<file path="src/rtl/multi_mode_register.sv">
// multi_mode_register: WIDTH-bit register with parallel load, increment,
// decrement, shifts and rotate. It keeps a registered carry/borrow/shift-out
// flag and a combinational zero flag. Used as a PC, accumulator or shifter.
module multi_mode_register #(
    parameter int                 WIDTH       = 11,
    parameter logic [WIDTH-1:0]   RESET_VALUE = '0
) (
    input  logic             CLK,
    input  logic             clear,
    input  logic             enable,
    input  logic [2:0]       mode,
    input  logic [WIDTH-1:0] in,
    input  logic             serial_in,
    output logic [WIDTH-1:0] Q,
    output logic             carry,
    output logic             zero
);

    typedef enum logic [2:0] {
        MODE_HOLD = 3'b000,
        MODE_LOAD = 3'b001,
        MODE_INC  = 3'b010,
        MODE_DEC  = 3'b011,
        MODE_SHL  = 3'b100,
        MODE_SHR  = 3'b101,
        MODE_ROL  = 3'b110,
        MODE_ZERO = 3'b111
    } mode_t;

    logic [WIDTH-1:0] q_next;
    logic             carry_next;

    // Next-state decode. enable gates the whole decode, so an unknown mode
    // while disabled can never reach the state.
    always_comb begin
        // NOTE: defaults first mean every path assigns both outputs, so no latch is inferred.
        q_next     = Q;
        carry_next = carry;
        if (enable) begin
            case (mode_t'(mode))
                MODE_HOLD: begin
                    q_next     = Q;
                    carry_next = carry;
                end
                MODE_LOAD: begin
                    q_next     = in;
                    carry_next = 1'b0;
                end
                MODE_INC: begin
                    // The extra top bit of the WIDTH+1 sum is the carry out.
                    {carry_next, q_next} = {1'b0, Q} + {{WIDTH{1'b0}}, 1'b1};
                end
                MODE_DEC: begin
                    // Decrementing 0 sets the extra top bit, which is the borrow.
                    {carry_next, q_next} = {1'b0, Q} - {{WIDTH{1'b0}}, 1'b1};
                end
                MODE_SHL: begin
                    q_next     = {Q[WIDTH-2:0], serial_in};
                    carry_next = Q[WIDTH-1];
                end
                MODE_SHR: begin
                    q_next     = {serial_in, Q[WIDTH-1:1]};
                    carry_next = Q[0];
                end
                MODE_ROL: begin
                    q_next     = {Q[WIDTH-2:0], Q[WIDTH-1]};
                    carry_next = Q[WIDTH-1];
                end
                MODE_ZERO: begin
                    q_next     = '0;
                    carry_next = 1'b0;
                end
                default: begin
                    q_next     = Q;
                    carry_next = carry;
                end
            endcase
        end
    end

    // State register. The synchronous clear overrides enable and mode.
    always_ff @(posedge CLK) begin
        // NOTE: non-blocking assignments make every flop sample pre-edge values together.
        if (clear) begin
            Q     <= RESET_VALUE;
            carry <= 1'b0;
        end else begin
            Q     <= q_next;
            carry <= carry_next;
        end
    end

    // The zero flag follows Q in the same cycle.
    assign zero = (Q == '0);

endmodule

</file>
<file path="config.mk">
export PLATFORM = sky130hd
export DESIGN_NAME = multi_mode_register
export DESIGN_NICKNAME = d
export VERILOG_FILES = /design/src/rtl/multi_mode_register.sv
export SDC_FILE = /design/constraint.sdc
export NUM_CORES = 1
export LEC_CHECK = 0
export CAP_MARGIN = 20
export CELL_PAD_IN_SITES_DETAIL_PLACEMENT = 0
export CELL_PAD_IN_SITES_GLOBAL_PLACEMENT = 1
export CORE_MARGIN = 2
export CORE_UTILIZATION = 40
export DETAILED_ROUTE_END_ITERATION = 8
export PLACE_DENSITY_LB_ADDON = 0.1
export RECOVER_POWER = 100
export SLEW_MARGIN = 20
export SYNTH_ARGS = -nofsm -noshare
export SYNTH_HDL_FRONTEND = slang
export SYNTH_SLANG_ARGS = --single-unit
</file>
<file path="constraint.sdc">
create_clock -name CLK -period 2.94 [get_ports CLK]
set_clock_uncertainty 0.1 [all_clocks]
set_input_delay 0.588 -clock CLK [delete_from_list [all_inputs] [get_ports CLK]]
set_output_delay 0.588 -clock CLK [all_outputs]
set_load 0.01 [all_outputs]
</file>
==> results by group, run 1 <==
Synth
  – Synthesized area per cell: 7.83 um^2
  – Largest cells by area after synthesis: dfxtp_1 (17%), a21oi_1 (5.6%), nand2_1 (5.0%)
  – Area fraction of the dominant cell type after synthesis: 16.8%
  – Synth Net Count: 203
  – Share of synthesized registers carrying an async set or reset: 0%
  – Yosys Warn Count: 0
  – Cell with the most instances after synthesis: nand2_1
  – Ys flop type: dfxtp_1
  – Post-synth EDFFs: 0
  – Commonest cells post-synth: nand2_1 (19), a21oi_1 (16), dfxtp_1 (12)
  – Synth Instances: 183
  – Synthesized cell area: 1430 um^2
  – Number of synthesized register bits: 12
  – Sequential share of the synthesized area: 16.8%
  – Leading area contributor after synthesis: dfxtp_1
  – Netlist cell types: 58

Clock tree
  – CTS clk-pin slew, worst paths: 0.09 ns
  – TritonCTS clock tree: done
  – Total CTS buffers: 3
  – Root Driver: clkbuf_4
  – H-Tree Depth: 1
  – CTS Hold Bufs: 0
  – # clock sinks: 12
  – Worst-Skew Late Latency: 0.28 ns
  – Post-CTS setup buffers: 0
  – Max Root-Sink Buffers: 2

Worst setup path
  – Data required time of the worst path: 2.25 ns
  – Critical Path Source Type: flop
  – Endpoint class of the critical path: output pin
  – R2r setup slk: 0.50 ns
  – Worst r2r src: Q[2]$_SDFFE_PP0P_
  – CP Max Fanout: 9
  – CP arrival: 2.05 ns
  – R2r worst-path depth: 6
  – R2R Path End: Q[10]$_SDFFE_PP0P_
  – CP Class: reg -> out

STA
  – Slew Viols, Final: 0
  – Final period util: 93.0%
  – Peak Freq: 366 MHz
  – Final hold vios: 0
  – WHS: 0.463 ns
  – Slew headroom: 53.1%
  – Worst-margin pin slew: 0.703 ns
  – Setup TNS: 0 ns
  – # setup viols final: 0
  – Crit path time final: 2.73 ns
  – RSZ-0062 raised after global routing: no

Power
  – PwrDens: 332 nW/um^2
  – Switch share: 37.0%
  – Leakage power: 0.664 nW
  – Switch Pwr: 0.000217 W
  – Clock network fraction of design power: 23.1%
  – Max VDD drop: 0.203 mV
  – Sequential Power Share: 33.1%
  – Pint: 0.000369 W
  – Comb power frac: 43.8%

Drt
  – # DRC: 0
  – First-pass iteration count of the detailed router: 4
  – Post-DR wirelength/cell: 17.4 um
  – Post-route ant nets: 0
  – Vias: 1529
  – Drt total wl: 4480 um
  – DRT iter0 DRCs: 94
  – Vias per inst: 5.95

Status
  – Outcome: finished, final reports clean

Placement
  – Placed Area: 1760 um^2
  – Dpl cells: 253
  – Dpl hpwl: 3430 um
  – Number of port buffers: 30
  – Routability congestion estimate: 0.934

Global routing
  – Initial antenna violation count: 0
  – GRT Total Usage: 23.2%
  – Overflow after GRT: 0
  – Number of global-route vias before repair: 1469
  – Global-route wire length before repair: 7420 um
  – Largest net degree at the start of global routing: 17

Finish
  – Layout cell share with drive strength beyond 1: 15.2%
  – Final core utilization: 52.0%
  – Ant diodes: 0
  – Fill cells: 341
  – Layout Nets: 232
  – Non-filler cells, final: 257
  – Cell area after layout: 1760 um^2
  – Area Overhead vs Synth: 23.0%

Floorplan
  – Die width: 63.8 um
  – Initial core utilization: 42.3%
  – Die Y-Extent: 63.8 um
  – Row count: 21
  – Total core area: 3390 um^2
  – Boundary Pins: 31
  – Die ar.: 4080 um^2

Hold path
  – Min-Delay Endpoint: carry$_SDFFE_PP0P_
  – Worst Min Path Start: carry$_SDFFE_PP0P_
  – Worst Hold Class: reg -> reg
  – Hold path depth: 2

Run
  – Max-Cap Viols: 0
how the worst max path moves through the flow:
stage	from	end	slack (ns)
after floorplan	Q[3]$_SDFFE_PP0P_	zero	0.92
after CTS	Q[1]$_SDFFE_PP0P_	zero	0.17
final	Q[1]$_SDFFE_PP0P_	zero	0.21
after global routing	Q[1]$_SDFFE_PP0P_	zero	0.08
after global placement	mode[1]	Q[9]$_SDFFE_PP0P_	0.44
after detailed placement	mode[2]	Q[5]$_SDFFE_PP0P_	0.39
through the flow:
stage / setup slack [ns] / total power, W
2_1_floorplan: 0.922 / 0.000368
3_3_place_gp: 0.445 / 0.000455
3_5_place_dp: 0.393 / 0.000460
4_1_cts: 0.168 / 0.000595
5_1_grt: 0.0786 / 0.000622
6_report: 0.206 / 0.000586
area by class of cell:
type                    count  area [um^2]  area share (%)
multi-input cells         144         1010            57.6
repair buffers             43          383            21.7
flip-flops and latches     12          240            13.6
well taps                  46         57.6            3.27
clock buffers               4         36.3            2.06
inverters                   8         30.0            1.70
state kept, by name, summed over array words and instances (netlist names):
register / flops
Q: 11
carry: 1
power by group through the flow:
stage | Clock (W) | Sequential [W] | Combinational (W)
final | 0.000135 | 0.000194 | 0.000257
after global routing | 0.000148 | 0.000196 | 0.000278
after CTS | 0.000138 | 0.000194 | 0.000263
after detailed placement | 0 | 0.000198 | 0.000262
after global placement | 0 | 0.000197 | 0.000258
after floorplan | 0 | 0.000195 | 0.000173
worst max-delay path, cell delays in order, from the launching register on:
cell	delay, ns
dfxtp_1	0.42
inv_1	0.12
ha_1	0.26
nand2_1	0.12
nor4_2	0.26
clkdlybuf4s50_1	0.58
per-layer routing:
| metal | vias to the layer above | track usage (%) | wire length (um) |
|---|---|---|---|
| met1 | 728 | 30.8 | 2030 |
| met5 | - | 0 | 0 |
| met3 | 8 | 3.70 | 208 |
| li1 | 742 | - | - |
| met2 | 51 | 37.2 | 2130 |
| met4 | 0 | 9.24 | 108 |
cells by family after synthesis:
| logic type | Yosys count | synth area share (%) |
|---|---|---|
| AOI/OAI and AO/OA | 56 | 29.4 |
| xor gates and xnor gates | 10 | 6.11 |
| adders and majority gates | 2 | 1.75 |
| buffers and inverters | 27 | 11.3 |
| DFF | 12 | 16.8 |
| muxes | 2 | 2.36 |
| and+or+nand+nor | 74 | 32.3 |
cell usage in the layout, fill, tap and decap left out, types with 5 or more instances in the layout:
master	instances
xnor2_1	5
xor2_1	5
o21ai_0	6
a21oi_1	16
nor2_1	11
buf_4	9
clkdlybuf4s50_1	20
nor3_1	11
inv_1	6
dfxtp_1	12
dlygate4sd3_1	10
nand2_1	19
repair_timing:
item                                    in CTS  in global routing
endpoints found under the setup margin       0                  1
resized for setup                            0                  1
endpoints found under the hold margin        0                  0
Note: power is estimated with default switching activity, not from simulation.
==> run 2: changes to the inputs <==
Settings changed: SLEW_MARGIN 20 to unset.
==> results of run 2 <==
Final layout, timing and power as in run 1 (identical DEF).
